### src/rtl/steak_cook_tracker.sv
// steak_cook_tracker
// Consumer end of the cook-timer interface for one grill slot. Decodes the
// timer's toggling `go` line into cook ticks and tracks the doneness of both
// sides of one steak through place / flip / serve actions. A serve produces
// a one-cycle scored result.
//
// Ports:
//   clk          in   system clock
//   reset        in   synchronous active-high reset
//   go           in   cook-timer toggle; every transition is one cook tick
//   place        in   pulse: put a steak on the grill
//   flip         in   pulse: flip the steak
//   serve        in   pulse: take the steak off and score it
//   cook_en      out  timer enable; low restarts the timer interval
//   side_down    out  0 = side A on the grill, 1 = side B
//   level_a      out  doneness of side A
//   level_b      out  doneness of side B
//   burnt        out  high while the steak is burnt
//   result_valid out  one-cycle pulse when a serve is accepted
//   score        out  3 perfect, 2 half, 1 undercooked/uneven, 0 burnt
//
// All outputs come straight from registers.
module steak_cook_tracker #(
  parameter int LEVEL_W    = 3,
  parameter int BURN_LEVEL = 6,
  parameter int TARGET_LO  = 3,
  parameter int TARGET_HI  = 4
) (
  input  logic               clk,
  input  logic               reset,
  input  logic               go,
  input  logic               place,
  input  logic               flip,
  input  logic               serve,
  output logic               cook_en,
  output logic               side_down,
  output logic [LEVEL_W-1:0] level_a,
  output logic [LEVEL_W-1:0] level_b,
  output logic               burnt,
  output logic               result_valid,
  output logic [1:0]         score
);

  typedef enum logic [2:0] {
    S_IDLE,
    S_COOK,
    S_FLIP,
    S_BURNT,
    S_DONE
  } state_t;

  localparam logic [LEVEL_W-1:0] BURN_L = LEVEL_W'(BURN_LEVEL);
  localparam logic [LEVEL_W-1:0] LO_L   = LEVEL_W'(TARGET_LO);
  localparam logic [LEVEL_W-1:0] HI_L   = LEVEL_W'(TARGET_HI);

  state_t             state_q;
  logic               go_q;
  logic               cook_en_q;
  logic               side_q;
  logic [LEVEL_W-1:0] lvl_a_q;
  logic [LEVEL_W-1:0] lvl_b_q;
  logic               burnt_q;
  logic               result_valid_q;
  logic [1:0]         score_q;

  // Post-tick levels, burn detection and the score a serve would earn now.
  logic               tick;
  logic [LEVEL_W-1:0] lvl_a_d;
  logic [LEVEL_W-1:0] lvl_b_d;
  logic               hit_burn;
  logic               in_a;
  logic               in_b;
  logic [1:0]         serve_score;

  function automatic logic [LEVEL_W-1:0] sat_inc(input logic [LEVEL_W-1:0] v);
    return (v >= BURN_L) ? BURN_L : v + LEVEL_W'(1);
  endfunction

  always_comb begin
    tick     = go ^ go_q;
    lvl_a_d  = lvl_a_q;
    lvl_b_d  = lvl_b_q;
    hit_burn = 1'b0;
    // The tick is credited to the side that is down before any flip lands.
    if (state_q == S_COOK && tick) begin
      if (!side_q) begin
        lvl_a_d  = sat_inc(lvl_a_q);
        hit_burn = (lvl_a_d == BURN_L);
      end else begin
        lvl_b_d  = sat_inc(lvl_b_q);
        hit_burn = (lvl_b_d == BURN_L);
      end
    end
    in_a = (lvl_a_d >= LO_L) && (lvl_a_d <= HI_L);
    in_b = (lvl_b_d >= LO_L) && (lvl_b_d <= HI_L);
    if (in_a && in_b)      serve_score = 2'd3;
    else if (in_a || in_b) serve_score = 2'd2;
    else                   serve_score = 2'd1;
  end

  always_ff @(posedge clk) begin
    // Tracks go even during reset so the first cycle after reset sees no tick.
    go_q <= go;
    if (reset) begin
      state_q        <= S_IDLE;
      cook_en_q      <= 1'b0;
      side_q         <= 1'b0;
      lvl_a_q        <= '0;
      lvl_b_q        <= '0;
      burnt_q        <= 1'b0;
      result_valid_q <= 1'b0;
      score_q        <= 2'd0;
    end else begin
      result_valid_q <= 1'b0;
      case (state_q)
        S_IDLE: begin
          if (place) begin
            state_q   <= S_COOK;
            cook_en_q <= 1'b1;
            side_q    <= 1'b0;
            lvl_a_q   <= '0;
            lvl_b_q   <= '0;
          end
        end
        S_COOK: begin
          lvl_a_q <= lvl_a_d;
          lvl_b_q <= lvl_b_d;
          // Burn beats serve, serve beats flip.
          if (hit_burn) begin
            state_q   <= S_BURNT;
            cook_en_q <= 1'b0;
            burnt_q   <= 1'b1;
          end else if (serve) begin
            state_q        <= S_DONE;
            cook_en_q      <= 1'b0;
            result_valid_q <= 1'b1;
            score_q        <= serve_score;
          end else if (flip) begin
            // One cycle with the enable low clears the timer's count.
            state_q   <= S_FLIP;
            cook_en_q <= 1'b0;
            side_q    <= ~side_q;
          end
        end
        S_FLIP: begin
          state_q   <= S_COOK;
          cook_en_q <= 1'b1;
        end
        S_BURNT: begin
          if (serve) begin
            state_q        <= S_DONE;
            burnt_q        <= 1'b0;
            result_valid_q <= 1'b1;
            score_q        <= 2'd0;
          end
        end
        S_DONE: begin
          if (place) begin
            state_q   <= S_COOK;
            cook_en_q <= 1'b1;
            side_q    <= 1'b0;
            lvl_a_q   <= '0;
            lvl_b_q   <= '0;
            score_q   <= 2'd0;
          end
        end
        default: begin
          state_q   <= S_IDLE;
          cook_en_q <= 1'b0;
          burnt_q   <= 1'b0;
        end
      endcase
    end
  end

  assign cook_en      = cook_en_q;
  assign side_down    = side_q;
  assign level_a      = lvl_a_q;
  assign level_b      = lvl_b_q;
  assign burnt        = burnt_q;
  assign result_valid = result_valid_q;
  assign score        = score_q;

endmodule
### config.mk
export PLATFORM = sky130hd
export DESIGN_NAME = steak_cook_tracker
export DESIGN_NICKNAME = d
export VERILOG_FILES = /design/src/rtl/steak_cook_tracker.sv
export SDC_FILE = /design/constraint.sdc
export NUM_CORES = 1
export LEC_CHECK = 0
export CORE_MARGIN = 2
export CORE_UTILIZATION = 45
export DETAILED_ROUTE_END_ITERATION = 8
export PLACE_DENSITY = 0.72
export SLEW_MARGIN = 5
export SYNTH_ARGS = -nofsm -noshare
export SYNTH_HDL_FRONTEND = slang
export SYNTH_SLANG_ARGS = --single-unit
### constraint.sdc
create_clock -name clk -period 2.6 [get_ports clk]
set_input_delay 0.39 -clock clk [delete_from_list [all_inputs] [get_ports clk]]
set_output_delay 0.39 -clock clk [all_outputs]
set_load 0.03 [all_outputs]
### After elaboration in Yosys (flattened, before gate mapping)

Cells that the tools add are included.

| storage, ports and cells | value |
|---|---|
| output and inout port bits | 12 |
| flip-flop bits (word level) | 16 |
| logic and storage cells | 92 |
| input bits | 6 |

| cells by class | value |
|---|---|
| reduce and logical (&&, ||, !) cells | 16 |
| muxes and demuxes | 40 |
| equal/unequal tests | 15 |
| $add $sub $neg | 2 |
| bitwise logic cells | 4 |
| magnitude comparators | 6 |

Operators with widths:

| cell | count |
|---|---|
| 2-to-1 mux 3 bit | 12 |
| 2-to-1 mux 1 bit | 14 |
| inequality test 2 bit, second input constant | 7 |
| 2-to-1 mux 2 bit | 6 |
| one-hot mux 3 bit (2 select lines) | 2 |
| one-hot mux 3 bit (4 select lines) | 1 |
| AND reduction 5 bit | 2 |
| equality test 3 bit, second input constant | 3 |
| AND reduction 3 bit | 3 |
| adder 3 x 1 -> 3 bit, second input constant | 2 |
| equality test 3 x 2 -> 1 bit, second input constant | 2 |
| >= comparator 3 x 2 -> 1 bit, second input constant | 2 |
| >= comparator 3 bit, second input constant | 2 |
| <= comparator 3 bit, second input constant | 2 |
| one-hot mux 2 bit (3 select lines) | 1 |
| logical AND 1 bit | 4 |
| inequality test 4 bit, second input constant | 1 |
| one-hot mux 1 bit (2 select lines) | 2 |
| one-hot mux 1 bit (4 select lines) | 1 |
| equality test 3 x 1 -> 1 bit, second input constant | 1 |
| logical NOT 3 bit | 1 |
| inverter 1 bit | 3 |
| one-hot mux 1 bit (3 select lines) | 1 |
| nonzero test 3 bit | 1 |
| 7 further kinds | 7 |

### Depth between registers and ports, before layout

Gate-level depths: netlist of run 1.

| depth | value |
|---|---|
| word-level depth | 12 |
| depth in mapped cells | 10 |
| gate-level depth less buffers | 9 |

### Worst setup path before layout of run 1

Ideal clock, no wire load.

| timing | value |
|---|---|
| kind | reg2reg |
| start | reg lvl_b_q[0], in the netlist level_b[0] |
| end | reg score_q[0], in the netlist score[0] |
| clock period less this slack | 2608 ps |
| data arrival time | 2512 ps |
| setup slack | -8 ps |
| cell stages (with the launch flop) | 10 |
| buffers on the path | 0 |
| cell sequence | dfxtp_1 -> ha_1 -> and3b_1 -> o21ai_0 -> o32ai_1 -> mux4_2 -> ha_1 -> a2111oi_0 -> a31oi_1 -> o311ai_1 |

| on the way | value |
|---|---|
| word-level cells in the longest chain between the ends | 12 |

Ends and longest elaborated chain:

| item | line | RTL |
|---|---|---|
| start: declaration | 61 | `logic [LEVEL_W-1:0] lvl_b_q;` |
| start signal: assignment | 127 | `lvl_b_q <= lvl_b_d;` |
| adder 3 x 1 -> 3 bit or >= comparator 3 bit (tied branches) | 76 | `return (v >= BURN_L) ? BURN_L : v + LEVEL_W'(1);` |
| 2-to-1 mux 3 bit | 76 |  |
| 2-to-1 mux 3 bit | 86 | `if (!side_q) begin` |
| 2-to-1 mux 3 bit | 85 | `if (state_q == S_COOK && tick) begin` |
| >= comparator 3 x 2 -> 1 bit or <= comparator 3 bit (tied branches) | 95 | `in_b = (lvl_b_d >= LO_L) && (lvl_b_d <= HI_L);` |
| logical AND 1 bit | 95 |  |
| logical OR 1 bit | 97 | `else if (in_a \|\| in_b) serve_score = 2'd2;` |
| 2-to-1 mux 2 bit | 97 |  |
| 2-to-1 mux 2 bit | 96 | `if (in_a && in_b) serve_score = 2'd3;` |
| 2-to-1 mux 2 bit | 133 | `end else if (serve) begin` |
| 2-to-1 mux 2 bit | 129 | `if (hit_burn) begin` |
| one-hot mux 2 bit (3 select lines) | 115 | `case (state_q)` |
| end signal: assignment | 137 | `score_q <= serve_score;` |
| end: declaration | 64 | `logic [1:0] score_q;` |

Parallel ways exist; a longest one is shown, timed or not. The select of a mux whose other input is x is not followed.
A chain may end at the register's enable or synchronous reset.

### Worst setup path in the final report of run 1

| timing | value |
|---|---|
| start | in go |
| end | reg score_q[0], in the netlist score[0] |

| on the way | value |
|---|---|
| word-level cells in the longest chain between the ends | 11 |

Ends and longest elaborated chain:

| item | line | RTL |
|---|---|---|
| start: declaration | 31 | `input logic go,` |
| bitwise XOR 1 bit (*) | 80 | `tick = go ^ go_q;` |
| logical AND 1 bit (*) | 85 |  |
| 2-to-1 mux 3 bit | 85 |  |
| >= comparator 3 x 2 -> 1 bit (tied with other cells) | 94 | `in_a = (lvl_a_d >= LO_L) && (lvl_a_d <= HI_L);` |
| logical AND 1 bit (on tied branches) | 94, 95 |  |
| logical OR 1 bit | 97 |  |
| 2-to-1 mux 2 bit | 97 |  |
| 2-to-1 mux 2 bit | 96 |  |
| 2-to-1 mux 2 bit | 133 |  |
| 2-to-1 mux 2 bit | 129 |  |
| one-hot mux 2 bit (3 select lines) | 115 |  |

Mark *: on every way between the ends. The rest lies on a longest branch, timed or not. The select of a mux whose other input is x is not followed.

==> flow_metrics.py, run 1 <==
metrics = {
    "critical_path": {
        "critical_path.max_fanout": 5,
        "rrSetupSlack_ns": 0.15,
        "critical_path_class": "input pin to register",
        "cp.required_ns": 2.81,
        "reg2reg_from": "state_q[0]",
        "crit_path_end_kind": "register",
        "r2r-end": "score[0]",
        "start_kind": "input pin",
        "critPathLaunch": "go",
        "worst-r2r-cell-count": 9,
        "worstPathArrival_ns": 2.66,
    },
    "outcome": {
        "status": "completed",
    },
    "floorplanning": {
        "dieArea_um2": 3060,
        "die_y_um": 55.3,
        "ios": 18,
        "core-area_um2": 2480,
        "die_w_um": 55.3,
        "start_util_pct": 47.8,
        "rows": 18,
    },
    "layout": {
        "fin_util_pct": 64.0,
        "fin_cells": 207,
        "layout_commonest_cell": "buf_4",
        "num_antenna_cells": 0,
        "most-common-layout-cells": "18 x buf_4, 17 x clkdlybuf4s50_1, 15 x dfxtp_1, 14 x a21oi_1, 13 x nand2_1",
        "drive_above_1_share_pct": 19.8,
        "final_cell_area_um2": 1590,
        "fillerInstances": 209,
        "fin_nets": 187,
        "areaGrowthSynthToFinish_pct": 33.8,
    },
    "detailed_routing": {
        "ant_nets": 0,
        "route.detailed.drc": 0,
        "drtPass1Iterations": 4,
        "num_vias": 1316,
        "routed_wl_um": 3260,
        "via_per_inst": 6.36,
        "post_drt_wl_per_cell_um": 15.7,
        "drt_iter0_drc": 63,
    },
    "sta": {
        "slew_headroom_pct": 57.8,
        "worst_pin_slew_ns": 0.631,
        "hold_viol": 0,
        "rsz0062_at_grt": "false",
        "fmax_mhz": 407,
        "skew_ns": 0.00829,
        "setup_viol": 0,
        "period_needed_ns": 2.46,
        "slew_violations": 0,
        "fin_ws_ns": 0.145,
        "whs_ns": 0.480,
        "fin_crit_sh_pct": 94.4,
        "tns_ns": 0,
    },
    "yosys": {
        "async_reset_ff_share_pct": 0,
        "yosysSeqAreaShare_pct": 27.0,
        "synth.ff_latch_count": 16,
        "synthMuxAreaShare_pct": 2.85,
        "synth_compound_area_share_pct": 31.5,
        "synth-simple-area-share_pct": 28.4,
        "synth_nets": 156,
        "syn_area_per_cell_um2": 8.06,
        "synth_edf_count": 0,
        "synth_top_family_by_area": "compound AO/OA/AOI/OAI gates",
        "ys_warn_count": 0,
        "synth-xor-area-share_pct": 2.85,
        "synthCells": 147,
        "synth_area_um2": 1180,
        "postSynth.topFlopCell": "dfxtp_1",
        "synth_fa_ha_area_share_pct": 3.17,
        "ys_types": 52,
    },
    "place": {
        "dp_slack_ns": -0.231,
        "portBuffers": 17,
        "place_area_um2": 1490,
        "dp_hpwl_um": 2310,
        "place_congestion": 0.919,
        "dp_cells": 202,
    },
    "clock_network": {
        "clkSlewWorstSetupHoldPaths_ns": 0.10,
        "cts_sinks": 16,
        "h-tree-depth": 1,
        "clock_latency_ns": 0.30,
        "cts-root-buf": "clkbuf_4",
        "cts-buffers-inserted": 3,
        "cts_tree": "done",
        "ctsLongestPathBuffers": 2,
    },
    "global_route": {
        "antenna_found_initial": 0,
        "gr-usage-all-layers_pct": 21.6,
        "grt_pass1_vias": 1168,
        "grt_pass1_wl_um": 5400,
        "grt_max_degree": 16,
        "grt_overflow": 0,
    },
    "pwr": {
        "p_per_area_nw_per_um2": 387,
        "seqPwrFrac_pct": 42.6,
        "p_switching_mw": 0.195,
        "peakVddDrop_v": 0.000360,
        "finalPower_mw": 0.614,
        "pwr-share-clk_pct": 27.8,
        "p_sw_share_pct": 31.7,
        "power.internal_mw": 0.419,
        "power_leakage_nw": 0.563,
        "comb_power_share_pct": 29.6,
    },
    "min_path": {
        "min_to": "burnt",
        "holdPathStages": 2,
        "hp-class": "register to register",
        "worstHoldStart": "burnt",
    },
    "run": {
        "timing.max_cap.violations": 0,
    },
}
-- final cells by class --
class,instances,area (µm²),share of cell area [%]
clock buffer,4,36.3,2.29
inverter,4,15.0,0.947
multi-input combinational,118,870,54.9
sequential,16,322,20.3
tap,30,37.5,2.37
timing repair buffer,35,305,19.3
-- how the worst max path moves through the flow --
stage                          end  slack [ns]  cells after the start
after floorplan           score[0]        0.02                      9
after global routing      score[0]        0.02                      9
final                     score[0]        0.14                     10
after global placement    score[0]       -0.16                      9
after detailed placement  score[0]       -0.23                     10
after CTS                 score[0]        0.04                      9
-- flip-flops by register name, indices dropped and copies added, names as in the netlist --
name / flops
side_down: 1
level_a: 3
state_q: 3
go_q: 1
result_valid: 1
burnt: 1
cook_en: 1
level_b: 3
score: 2
-- metal layers --
metal	vias to the layer above	global-route usage, %	share of wire, %	wire [µm]
li1	629	-	-	-
met1	622	30.5	45	1480
met2	58	31.8	46	1500
met3	7	3.28	6.4	207
met4	0	10.8	2.1	70
met5	-	0	0	0
-- kinds of logic after synthesis --
family                     count (synthesis)
and+or+nand+nor                           58
adders and majority gates                  3
DFF                                       16
AOI/OAI and AO/OA                         52
muxes                                      2
buffers and inverters                     13
xor gates and xnor gates                   3
-- critical path: stages --
cell and delay, ns:
clkdlybuf4s50_1 0.45, xnor2_2 0.35, buf_4 0.20, nor3_4 0.05
a221oi_1 0.29, a31o_1 0.20, ha_4 0.23, a2111oi_4 0.27
a31oi_1 0.12, o311ai_1 0.09
-- timing repair --
item / 4_1_cts / 5_1_grt
endpoints found under the setup margin: 1 / 2
hold endpoints to repair: 0 / 0
hold buffers: 0 / 0
pin swaps: 0 / 1
buffers inserted: 0 / 1
gates resized for setup: 1 / 7
-- power by group through the flow --
| stage | Clock (mW) | Sequential (mW) | Combinational, mW |
|---|---|---|---|
| after CTS | 0.176 | 0.262 | 0.166 |
| after detailed placement | 0 | 0.267 | 0.165 |
| after global placement | 0 | 0.267 | 0.162 |
| after global routing | 0.189 | 0.263 | 0.196 |
| final | 0.171 | 0.262 | 0.182 |
| after floorplan | 0 | 0.280 | 0.0873 |
-- synthesized netlist by cell type, drive strengths merged, types with 2 or more instances --
library cell   n  share of area [%]
dfxtp         16                 27
a21oi         14                5.9
nand2         13                4.1
nor2           9                2.9
clkbuf         8                2.5
nand3          7                3.0
nand2b         6                3.2
o21ai          6                2.5
a211oi         4                2.5
inv            4                1.3
nor3           4                3.1
a311oi         3                2.7
a31oi          3                1.6
and3b          3                2.2
ha             3                3.2
nor3b          3                1.9
o311ai         3                2.2
a221oi         2                1.5
a311o          2                1.7
a31o           2                1.5
and2           2                1.1
nand3b         2                1.3
nand4          2                1.1
xor2           2                1.5
No activity file was read; power rests on OpenSTA's default activity.
==> run 2, diff against run 1 <==
Settings changed: CORE_ASPECT_RATIO set to 1.1, CORE_UTILIZATION 45 to 25, PLACE_DENSITY 0.72 to 0.46, TNS_END_PERCENT set to 1.
==> run 2 against run 1 <==
Register-to-register slack got worse by 0.02 ns. Non-clock buffer count rose by 1. Via count decreased by 3.9%. Global-route usage is 8.2 points lower. Sequential share of layout area shrank 0.67 points. Fmax decreased by 0.74%. Critical path type is now register to register. Largest cell class unchanged.
==> flow_metrics.py, run 2 (synthesis gave the netlist of run 1 again) <==
metrics = {
    "floorplanning": {
        "ios": 18,
        "core-area_um2": 4620,
        "rows": 26,
        "die_w_um": 69.6,
        "start_util_pct": 25.7,
        "die_y_um": 76.2,
        "dieArea_um2": 5310,
    },
    "clock_network": {
        "cts_tree": "done",
        "h-tree-depth": 1,
        "cts-buffers-inserted": 3,
        "clkSlewWorstSetupHoldPaths_ns": 0.07,
        "cts_hold_buf": 0,
        "clock_latency_ns": 0.26,
        "cts_sinks": 16,
        "ctsLongestPathBuffers": 2,
        "cts-root-buf": "clkbuf_8",
    },
    "min_path": {
        "hp-class": "register to register",
    },
    "critical_path": {
        "start_kind": "register",
        "critical_path.max_fanout": 7,
        "rrSetupSlack_ns": 0.13,
        "crit_path_end_kind": "register",
        "critical_path_class": "register to register",
        "worstPathArrival_ns": 2.63,
        "cp.required_ns": 2.76,
    },
    "sta": {
        "skew_ns": 0.00396,
        "fin_crit_sh_pct": 95.1,
        "setup_viol": 0,
        "fmax_mhz": 404,
        "slew_violations": 0,
        "worst_pin_slew_ns": 0.597,
        "hold_viol": 0,
        "whs_ns": 0.477,
        "slew_headroom_pct": 60.1,
        "period_needed_ns": 2.47,
        "rsz0062_at_grt": "true",
    },
    "pwr": {
        "peakVddDrop_v": 0.000175,
        "finalPower_mw": 0.679,
        "power_leakage_nw": 0.577,
        "p_per_area_nw_per_um2": 414,
    },
    "detailed_routing": {
        "route.detailed.drc": 0,
        "via_per_inst": 5.41,
        "wl_met2_um": 1600,
        "ant_nets": 0,
        "wl_met1_um": 1690,
        "top_layer": "met4",
        "met3WireLength_um": 122,
        "routed_wl_um": 3450,
        "drtPass1Iterations": 4,
        "post_drt_wl_per_cell_um": 14.7,
        "drt_iter0_drc": 86,
        "num_vias": 1265,
    },
    "global_route": {
        "grt_pass1_vias": 1182,
        "grt_pass1_wl_um": 5820,
        "antenna_found_initial": 0,
        "gr-usage-all-layers_pct": 13.4,
        "grt_overflow": 0,
        "grt_max_degree": 16,
    },
    "outcome": {
        "status": "completed",
    },
    "place": {
        "portBuffers": 17,
        "dp_hpwl_um": 2520,
        "place_congestion": 0.831,
        "dp_cells": 230,
    },
    "layout": {
        "num_antenna_cells": 0,
        "areaGrowthSynthToFinish_pct": 38.3,
        "fin_cells": 234,
        "layout_commonest_cell": "buf_4",
        "drive_above_1_share_pct": 20.2,
        "most-common-layout-cells": "19 x buf_4, 17 x clkdlybuf4s50_1, 15 x dfxtp_1, 14 x a21oi_1, 13 x nand2_1",
        "fin_nets": 188,
    },
    "run": {
        "timing.max_cap.violations": 0,
    },
}
==> run 2: cell count changes in the layout (fill, tap and decap cells not counted), sizes merged <==
cell,delta
buf,+1
==> run 2: repair_timing <==
item	CTS	global route
setup endpoints to repair	2	2
gates resized for setup	3	5
pin swaps	1	2
buffers inserted	0	0
==> run 2: critical path, stage by stage, from the launching register on <==
cell,delay [ns]
dfxtp_1,0.33
or3b_4,0.42
buf_4,0.18
o32ai_1,0.32
mux4_2,0.39
ha_4,0.25
a2111oi_4,0.27
a31oi_1,0.12
o311ai_1,0.10
==> run 2: final timing paths <==
path | from | end | depth (start not counted)
worst min-delay path | burnt | burnt | 2
worst max-delay path | state_q[2] | score[0] | 8
worst min register to register | burnt | burnt | 2
worst max register to register | state_q[2] | score[0] | 8
==> run 2: stage by stage <==
stage               setup WS (ns)  setup TNS (ns)  instance area (µm²)  util (%)
global placement           -0.193          -0.284                 1530      33.2
global route             -0.00775        -0.00775                 1640      35.5
floorplan                  0.0155               0                 1190         -
finish                      0.127               0                 1640      35.5
CTS                        0.0469               0                 1600      34.7
detailed placement         -0.292          -0.437                 1530      33.2
==> run 2: area by class of cell <==
cell class                 count  area (µm²)
sequential                    16         322
inverter                       4        15.0
tap                           56        70.1
timing repair buffer          36         313
fill                         502        2980
multi-input combinational    118         865
clock buffer                   4        55.1
==> run 2: report_power, final <==
| group | leakage (nW) | switching [mW] | internal (mW) |
|---|---|---|---|
| Sequential | 0.131 | 0.00759 | 0.255 |
| Clock | 0.0288 | 0.0989 | 0.135 |
| Combinational | 0.417 | 0.102 | 0.0815 |
==> run 2: layer usage <==
metal  GRT usage [%]  vias up
li1                -      632
met1            18.9      603
met2            20.4       26
met3            2.38        4
met4            4.81        0
met5               0        -
==> edit, RTL diff (settings of run 2) <==
`LEVEL_W`: 3 -> 6.
--- a/src/rtl/steak_cook_tracker.sv
+++ b/src/rtl/steak_cook_tracker.sv
@@ -23,3 +23,3 @@
 module steak_cook_tracker #(
-  parameter int LEVEL_W    = 3,
+  parameter int LEVEL_W    = 6,
   parameter int BURN_LEVEL = 6,
Ports: changed (resized level_a and level_b); port bits go from 18 to 24. The function was not compared with the original's and may differ.
==> edit against run 2 <==
  * Worst setup slack improved by 81 ps
  * Cell area rose by 16%
  * Power is 19% higher
  * Sequential cell count is 6 higher
  * Via count grew 3.2%
  * Synthesized area increased by 22%
  * Global-route usage decreased by 2.0 points
  * Wire length up 0.70%
  * Die area is 20% higher
  * Worst hold slack better by 30 ps
==> edit: results (changes against run 2) <==
[run_status]
status=complete, no violations

[final_layout]
seq_share_pct=23.2  ; +3.6 points
comb.multi_input.count=120  ; +1.7%
nonClkBufAreaFrac_pct=18.4  ; -0.70 points
layout-drive-gt1-share_pct=22.9  ; +2.7 points
num-fill-cells=613  ; +22%

[logic_synthesis]
synth_common_cells=dfxtp_1, nor2_1, a21oi_1
synthTopCellsByArea=dfxtp_1, ha_1, nor2_1, a21oi_1, buf_6
syn_nets=168  ; +7.7%
ys_seq_area_share_pct=30.6  ; +3.5 points
avgSynthCellArea_um2=9.18  ; +14%

[worst_setup_path]
ff2ff_path_depth=11  ; +3
cp_max_fo=6  ; -1
rrSetupSlack_ps=270  ; +140 ps
cpLargestDelayFamily=simple AND/OR/NAND/NOR gates
cp_data_arrival_time_ps=2540  ; -90 ps

[placement]
place_congestion=0.862  ; +3.8%
place_ws_ps=-105  ; +187 ps
place_inst=265  ; +15%

[min_path]
min_to=level_b[3]$_SDFFE_PP0P_
holdPathStages=1  ; -1
min_from=level_b[3]$_SDFFE_PP0P_

[timing]
max_freq_mhz=418  ; +3.4%
slew_headroom_pct=64.7  ; +4.6 points

[global_routing]
grt_max_degree=13  ; -3
track_usage_pct=11.4  ; -2.0 points

[routing]
drt_iter0_drc=105  ; +22%
wl_per_cell_um=12.9  ; -12%

[power]
ir_drop_mv=0.196  ; +12%
clockPowerShare_pct=30.6  ; -3.8 points

[edit: changes by cell type after synthesis, moves of 4 or more]
cell and delta:
nor2_1 +5, dfxtp_1 +6, nor3_1 +4, and2_1 +5, buf_6 +4, clkbuf_1 -7
a21oi_1 -5, nand2_1 -9
[edit: cell families (layout without fill, tap and decap cells)]
kind of cell	count (synthesis)	in the layout	share of synthesized area, %
AO/OA/AOI/OAI	46	46	26.3
XOR/XNOR	3	3	1.82
adder cells (fa/ha/maj)	5	5	4.34
buffers and inverters	15	50	6.25
flip-flops	22	22	30.6
multiplexers	4	4	2.95
AND/OR/NAND/NOR	62	62	27.8
[edit: per-layer routing]
| layer | up-vias | share of wire (%) | global-route usage [%] |
|---|---|---|---|
| li1 | 660 | - | - |
| met1 | 614 | 46 | 15.0 |
| met2 | 26 | 48 | 18.9 |
| met3 | 6 | 3.4 | 1.73 |
| met4 | 0 | 1.8 | 4.30 |
| met5 | - | 0 | 0 |
